**src/rtl/mul16_seq_if.sv**
```systemverilog
// mul16_seq_if
//   Bundles the requester-side and consumer-side handshakes of mul16_seq.
//   Both sides use valid/ready: a transfer happens on a rising clk edge where
//   valid and ready are both high. The producer holds valid and its data
//   steady until that edge. The consumer may drive ready at any time.
//   Ports (signals):
//     start_valid  requester presents operands a/b
//     start_ready  multiplier can accept operands
//     a, b         16-bit multiplicand / multiplier
//     result_valid product available
//     result_ready consumer takes product
//     product      16-bit product a*b mod 2^16
//   Modports: master = requester/consumer side, slave = multiplier side.
interface mul16_seq_if;
  logic        start_valid;
  logic        start_ready;
  logic [15:0] a;
  logic [15:0] b;
  logic        result_valid;
  logic        result_ready;
  logic [15:0] product;

  modport master (
    output start_valid, a, b, result_ready,
    input  start_ready, result_valid, product
  );

  modport slave (
    input  start_valid, a, b, result_ready,
    output start_ready, result_valid, product
  );
endinterface

```
**src/rtl/mul16_seq.sv**
```systemverilog
// mul16_seq
//   Sequential shift-and-add multiplier. It drives one shared add16 over
//   several cycles to form product = a * b[MBITS-1:0] mod 2^16. This is Hack
//   word semantics, so the result equals the low 16 bits of the signed
//   product when MBITS=16.
//   Ports:
//     clk        rising-edge clock
//     reset      asynchronous, active-high; aborts any operation
//     bus        mul16_seq_if.slave (start/result valid-ready handshakes)
//     dbg_state  current FSM state (IDLE=0, RUN=1, DONE=2)
//   Parameters:
//     MBITS  number of multiplier bits examined (1..16); b[15:MBITS] ignored
//     CNT_W  iteration counter width, must hold MBITS
//   Optional feature macro: MUL16_EARLY_EXIT_EN
//     When defined, RUN also finishes as soon as no set multiplier bits
//     remain. Latency is then 1 + index of the highest set bit of
//     b[MBITS-1:0], or 1 when that field is 0.

module add16 (
  input  logic [15:0] x,
  input  logic [15:0] y,
  output logic [15:0] sum
);
  // Carry out of bit 15 is dropped: word arithmetic wraps.
  assign sum = x + y;
endmodule

module mul16_seq #(
  parameter int MBITS = 16,
  parameter int CNT_W = 5
) (
  input  logic            clk,
  input  logic            reset,
  mul16_seq_if.slave      bus,
  output logic [1:0]      dbg_state
);

  localparam logic [1:0] IDLE = 2'd0;
  localparam logic [1:0] RUN  = 2'd1;
  localparam logic [1:0] DONE = 2'd2;

  // Selects b[MBITS-1:0]; the upper multiplier bits are zeroed.
  localparam logic [15:0]      MASK = 16'((32'd1 << MBITS) - 32'd1);
  localparam logic [CNT_W-1:0] LAST = CNT_W'(MBITS - 1);

  logic [1:0]       state;
  logic [15:0]      acc;
  logic [15:0]      mcand;
  logic [15:0]      mplier;
  logic [CNT_W-1:0] cnt;
  logic [15:0]      product_q;

  logic [15:0]      sum;
  logic [15:0]      acc_next;
  logic             run_last;

  // The single adder always sees acc and the current shifted multiplicand.
  add16 u_add (
    .x   (acc),
    .y   (mcand),
    .sum (sum)
  );

  always_comb begin
    acc_next = acc;
    if (mplier[0]) begin
      acc_next = sum;
    end
  end

`ifdef MUL16_EARLY_EXIT_EN
  // Stop once the bit consumed this edge is the last set bit remaining.
  always_comb begin
    run_last = 1'b0;
    if ((cnt == LAST) || (mplier[15:1] == 15'd0)) begin
      run_last = 1'b1;
    end
  end
`else
  always_comb begin
    run_last = 1'b0;
    if (cnt == LAST) begin
      run_last = 1'b1;
    end
  end
`endif

  always_ff @(posedge clk or posedge reset) begin
    if (reset) begin
      state     <= IDLE;
      acc       <= 16'd0;
      mcand     <= 16'd0;
      mplier    <= 16'd0;
      cnt       <= '0;
      product_q <= 16'd0;
    end else begin
      case (state)
        IDLE: begin
          if (bus.start_valid) begin
            acc    <= 16'd0;
            mcand  <= bus.a;
            mplier <= bus.b & MASK;
            cnt    <= '0;
            state  <= RUN;
          end
        end
        RUN: begin
          acc    <= acc_next;
          mcand  <= mcand << 1;
          mplier <= mplier >> 1;
          cnt    <= cnt + CNT_W'(1);
          if (run_last) begin
            // Capture the final sum here so product is stable for all of DONE.
            product_q <= acc_next;
            state     <= DONE;
          end
        end
        DONE: begin
          if (bus.result_ready) begin
            state <= IDLE;
          end
        end
        default: begin
          state <= IDLE;
        end
      endcase
    end
  end

  // Ready only in IDLE, so a request cannot restart in the cycle DONE retires.
  assign bus.start_ready  = (state == IDLE);
  assign bus.result_valid = (state == DONE);
  assign bus.product      = product_q;
  assign dbg_state        = state;

endmodule

```
**src/flat_wrapper.sv**
```systemverilog
// flat-port wrapper written by rule: the top's interface ports become plain ports
module mul16_seq_flat 
#(
  parameter int MBITS = 16,
  parameter int CNT_W = 5
)
  (clk, reset, dbg_state, bus_start_valid, bus_a, bus_b, bus_result_ready, bus_start_ready, bus_result_valid, bus_product);
  mul16_seq_if bus_i ();
  input  logic clk;
  input  logic reset;
  output logic [1:0] dbg_state;
  input wire logic [$bits(bus_i.start_valid)-1:0] bus_start_valid;
  input wire logic [$bits(bus_i.a)-1:0] bus_a;
  input wire logic [$bits(bus_i.b)-1:0] bus_b;
  input wire logic [$bits(bus_i.result_ready)-1:0] bus_result_ready;
  output wire logic [$bits(bus_i.start_ready)-1:0] bus_start_ready;
  output wire logic [$bits(bus_i.result_valid)-1:0] bus_result_valid;
  output wire logic [$bits(bus_i.product)-1:0] bus_product;
  assign bus_i.start_valid = bus_start_valid;
  assign bus_i.a = bus_a;
  assign bus_i.b = bus_b;
  assign bus_i.result_ready = bus_result_ready;
  assign bus_start_ready = bus_i.start_ready;
  assign bus_result_valid = bus_i.result_valid;
  assign bus_product = bus_i.product;
  mul16_seq #(.MBITS(MBITS), .CNT_W(CNT_W)) u_core (.clk(clk), .reset(reset), .bus(bus_i), .dbg_state(dbg_state));
endmodule
```
**config.mk**
```make
export PLATFORM = sky130hd
export DESIGN_NAME = mul16_seq_flat
export DESIGN_NICKNAME = d
export VERILOG_FILES = /design/src/rtl/mul16_seq_if.sv /design/src/rtl/mul16_seq.sv /design/src/flat_wrapper.sv
export SDC_FILE = /design/constraint.sdc
export NUM_CORES = 1
export LEC_CHECK = 0
export CORE_ASPECT_RATIO = 0.75
export CORE_MARGIN = 1.5
export CORE_UTILIZATION = 50
export CTS_CLUSTER_SIZE = 14
export DETAILED_ROUTE_END_ITERATION = 12
export PLACE_DENSITY_LB_ADDON = 0.15
export SETUP_SLACK_MARGIN = 0.2
export SLEW_MARGIN = 40
export SYNTH_ARGS = -nofsm -noshare
export SYNTH_HDL_FRONTEND = slang
export SYNTH_SLANG_ARGS = --single-unit
```
**constraint.sdc**
```tcl
create_clock -name clk -period 3.35 [get_ports clk]
set_input_delay 0.5025 -clock clk [delete_from_list [all_inputs] [get_ports clk]]
set_output_delay 0.5025 -clock clk [all_outputs]
set_load 0.005 [all_outputs]
```
* Word level (Yosys, flattened, before mapping)
Index checks and enable logic that the tools add are counted.
W data, S select, Z words.
** Word-level totals
- Register bits after elaboration :: 71
- Input port bits :: 36
- Output and inout port bits :: 20
- Logic and storage cells :: 33
** Operators by class
- Add/subtract/negate cells :: 2
- Equal/unequal tests :: 6
- Multiplexer cells :: 14
- Reduce and logical (&&, ||, !) cells :: 5
** Operators with widths (number)
- $pmux W16 S2 :: 3
- $mux W16 :: 4
- $add A16 B16 Y16 :: 1
- $pmux W5 S2 :: 1
- $mux W2 :: 3
- $pmux W2 S3 :: 1
- $add A5 B1 Y5 const B :: 1
- $eq A5 B4 Y1 const B :: 1
- $mux W5 :: 1
- $ne A2 B2 Y1 const B :: 2
- $reduce_and A2 Y1 :: 2
- $reduce_and A3 Y1 :: 1
- $eq A2 B1 Y1 const B :: 1
- $eq A2 B2 Y1 const B :: 1
- $logic_not A2 Y1 :: 1
- $ne A2 B1 Y1 const B :: 1
- $reduce_bool A2 Y1 :: 1
- $mux W1 :: 1

* Longest topological paths before layout
- Depth after elaboration :: 4
- Gate-level depth with buffers :: 8
- Mapped depth without buffers :: 8

* Hierarchy
Synthesis repeated with hierarchy kept, for this count alone.
** Unflattened totals
- Cell total of the unflattened synthesis :: 419
- Area, all modules :: 4042.6 um^2
** By module, submodules not included
- mul16_seq :: instances 1, cells an instance 321, area an instance 3318.2 um^2, sequential area each 1776.7 um^2
- add16 :: instances 1, cells an instance 98, area an instance 724.4 um^2, sequential area each 0.0 um^2

* Worst setup path before layout
No wires, ideal clock.
- Path kind :: register to register
- Start point :: register u_core.mcand[0]
- End point :: register u_core.acc[12]
- Setup time :: 125 ps
- Data arrival time :: 2145 ps
- Required time :: 3225 ps
- Path slack :: 1080 ps
- Cell stages (with the launch flop) :: 9
- Buffers on the path :: 0
- Period minus slack after synthesis :: 2270 ps
- Cells stage by stage :: dfrtp_1 ha_1 fa_1 a21oi_1 nor3_1 or3_4 a311oi_2 xor2_1 o21ai_1
** Between the ends
- Word-level cells in the longest chain between the ends :: 3
** RTL lines
- from (decl) :: line mul16_seq.sv:48 : logic [15:0] mcand;
- from (signal assigned) :: line mul16_seq.sv:101 : mcand <= bus.a;
- from (signal assigned) :: line mul16_seq.sv:109 : mcand <= mcand << 1;
- $add A16 B16 Y16 :: line mul16_seq.sv:25 : assign sum = x + y;
- $mux W16 :: line mul16_seq.sv:66 : if (mplier[0]) begin
- $pmux W16 S2 :: line mul16_seq.sv:97 : case (state)
- to (signal assigned) :: line mul16_seq.sv:108 : acc <= acc_next;
- to (decl) :: line mul16_seq.sv:47 : logic [15:0] acc;
No other way between the ends.
A chain may end at the register's enable or synchronous reset.

* Worst setup path in the final report
Ends and elaborated chain as after synthesis.

==> results.ini <==
[status]
status=finished clean

[final_layout]
layout-drive-gt1-share_pct=7.93
fin_nets=528
insertedDiodeCount=0
syn_to_final_growth_pct=22.0
postLayoutCoreUtil_pct=62.5

[route]
vias_per_cell=5.72
wirelength_mm=9.47
dr_total_vias=3342
post_drt_wl_per_cell_um=16.2
drt.antenna.violating_nets=0
firstDrtPassIters=4
drc_errors=0
drtIter0Drc=168

[setup_path]
start_kind=flip-flop
end_kind=flip-flop
path_class=reg2reg
cp_max_fo=4
critPathMaxStageDelay_ns=0.42
ff2ff_path_depth=8
path_cells=ha_1 -> fa_1 -> a21oi_1 -> nor3_1 -> or3_4 -> a311oi_2 -> xor2_1 -> o21ai_1
worstPathRequired_ns=3.58
arrival_ns=2.76
worst_path_max_delay_cell=dfrtp_1

[global_routing]
grt_max_degree=40
antenna_found_initial=0
grt_pass1_wl_mm=15.6
grt_overflow=0
grt_pass1_vias=3169
grt_usage_pct=23.5

[synth]
syn_nets=479
synthArstFlopShare_pct=100
yosysMostFrequentCell=dfrtp_1
syn_avg_cell_area_um2=9.41
synth_seq_area_share_pct=44.4
synth_warnings=0
synth_edf_count=0
synth_cells=425
synthDistinctLibCells=46
synth.cell_area_um2=4000
synth-seq-cells=71
synth_common_cells=dfrtp_1, o21ai_0, a21oi_1
synth_area_leaders=dfrtp_1, o21ai_0, a21oi_1, a22oi_1, nor2b_1
synth_flop_cell=dfrtp_1
yosysTopAreaCell=dfrtp_1
synth_top_area_share_pct=44.4

[floorplanning]
start_util_pct=51.2
die_h_um=80.5
die_w_um=106
core_area_um2=7810
num_rows=28
die_area_um2=8550
io_pins=56

[worst_hold_path]
hp-class=reg2reg
worst_hold_path.num_cells=2

[pwr]
vdd_drop_max_uv=373
pwr_density_cell_nw_per_um2=759
p_leak_uw=0.00208

[timing]
fmax_mhz=396
tightest_slew_ns=0.722
hold_violations=0
setup_viol=0
period_minus_slack_ns=2.52
setup_tns_ns=0
post-route-period-util_pct=75.4
worst_slack_ns=0.825
relSlewSlack_pct=51.7
fin_worst_skew_ns=0.00886
rsz0062_at_grt=no
slew_viol_final=0

[clock_tree]
cts_buffer_depth=2
hold_buffers=0
cts_tree=done
worstSkewPairLatency_ns=0.36
cts_buffers=9
htree_levels=3
cts_root_buf=clkbuf_8
postCtsSetupBuffers=0
ctsResizeCount=0
cts.sinks=71
clk_pin_slew_ns=0.08

[place]
post-place-ws_ns=0.885
routabilityCongestion=0.934
io_buffers=55
dp_hpwl_mm=6.57

[job]
drv_cap=0

==> power by group <==
| group | total [µW] | internal [µW] | switching (µW) | leakage (µW) |
|---|---|---|---|---|
| Clock | 774 | 440 | 334 | 0.000110 |
| Combinational | 1550 | 726 | 823 | 0.00102 |
| Sequential | 1380 | 1140 | 241 | 0.000944 |
| Total | 3700 | 2300 | 1400 | 0.00208 |
==> placed cells by master (no fill, tap or decap), types with 2 or more instances in the layout <==
cell,n
clkdlybuf4s50_1,55
o21a_1,2
nor2b_1,33
inv_1,6
ha_1,17
a22o_1,9
clkbuf_8,10
o21ai_0,61
xnor2_1,7
nand2b_1,3
o21ai_1,3
nor2b_2,2
o31ai_1,2
dfrtp_1,71
a21oi_1,51
nor3_1,2
o22ai_1,2
buf_4,8
mux2i_1,10
nand3_1,6
nand2_1,33
a22oi_1,30
nor3b_1,7
bufinv_16,2
nor2_1,12
a21o_1,3
buf_12,2
xor2_1,5
==> critical path: cells and delay by family, from the launching register on <==
| family | cells | cell delay, ns |
|---|---|---|
| xor gates and xnor gates | 1 | 0.21 |
| AOI/OAI and AO/OA | 3 | 0.62 |
| DFF | 1 | 0.42 |
| and+or+nand+nor | 2 | 0.49 |
| adders and majority gates | 2 | 0.66 |
==> flip-flops by register name, summed over array words and instances (netlist names) <==
register / flops
u_core.bus.product: 16
u_core.acc: 16
u_core.mcand: 16
u_core.cnt: 5
u_core.mplier: 16
u_core.dbg_state: 2
==> through the flow <==
stage / instances / power, µW / hold WS, ns / instance area (µm²)
2_1_floorplan: 425 / 2430 / 0.465 / 4000
3_3_place_gp: 568 / 2880 / 0.465 / 4660
3_5_place_dp: 568 / 2940 / 0.469 / 4660
4_1_cts: 584 / 3720 / 0.487 / 4880
5_1_grt: 584 / 3970 / 0.515 / 4880
6_report: 584 / 3700 / 0.480 / 4880
==> path summary, 6_finish.rpt <==
kind / from / end / slack, ns
setup / recovery: u_core.mcand[0] / u_core.acc[12] / 0.83
hold / removal: u_core.bus.product[2] / u_core.bus.product[2] / 0.48
setup reg to reg: u_core.mcand[0] / u_core.acc[12] / 0.83
hold reg to reg: u_core.bus.product[2] / u_core.bus.product[2] / 0.48
max in group asynchronous: reset / u_core.mcand[9] / 2.10
min in group asynchronous: reset / u_core.mplier[5] / 0.58
==> kinds of logic (layout without fill, tap and decap cells) <==
family / after synthesis / in the layout / share of synthesized area (%)
AO/OA/AOI/OAI: 175 / 175 / 26.8
AND/OR/NAND/NOR: 105 / 105 / 13.9
flip-flops: 71 / 71 / 44.4
buffers and inverters: 34 / 88 / 3.94
adder cells (fa/ha/maj): 18 / 18 / 5.82
XOR/XNOR: 12 / 12 / 2.63
multiplexers: 10 / 10 / 2.50
==> layout make-up <==
type	count	area [µm²]
inverters	7	26.3
well taps	105	131
flip-flops and latches	71	1780
multi-input cells	320	2070
fillers	678	2930
clock buffers	11	141
clock inverters	5	81.3
repair buffers	65	651
==> metal layers <==
layer | vias up | part of all wire (%) | GRT usage (%)
met5 | - | 0 | 0
met4 | 0 | 1.1 | 7.16
met3 | 8 | 3.5 | 4.79
met2 | 62 | 47 | 36.5
met1 | 1632 | 48 | 33.0
li1 | 1640 | - | -
Power figures use the tool's default switching activity.
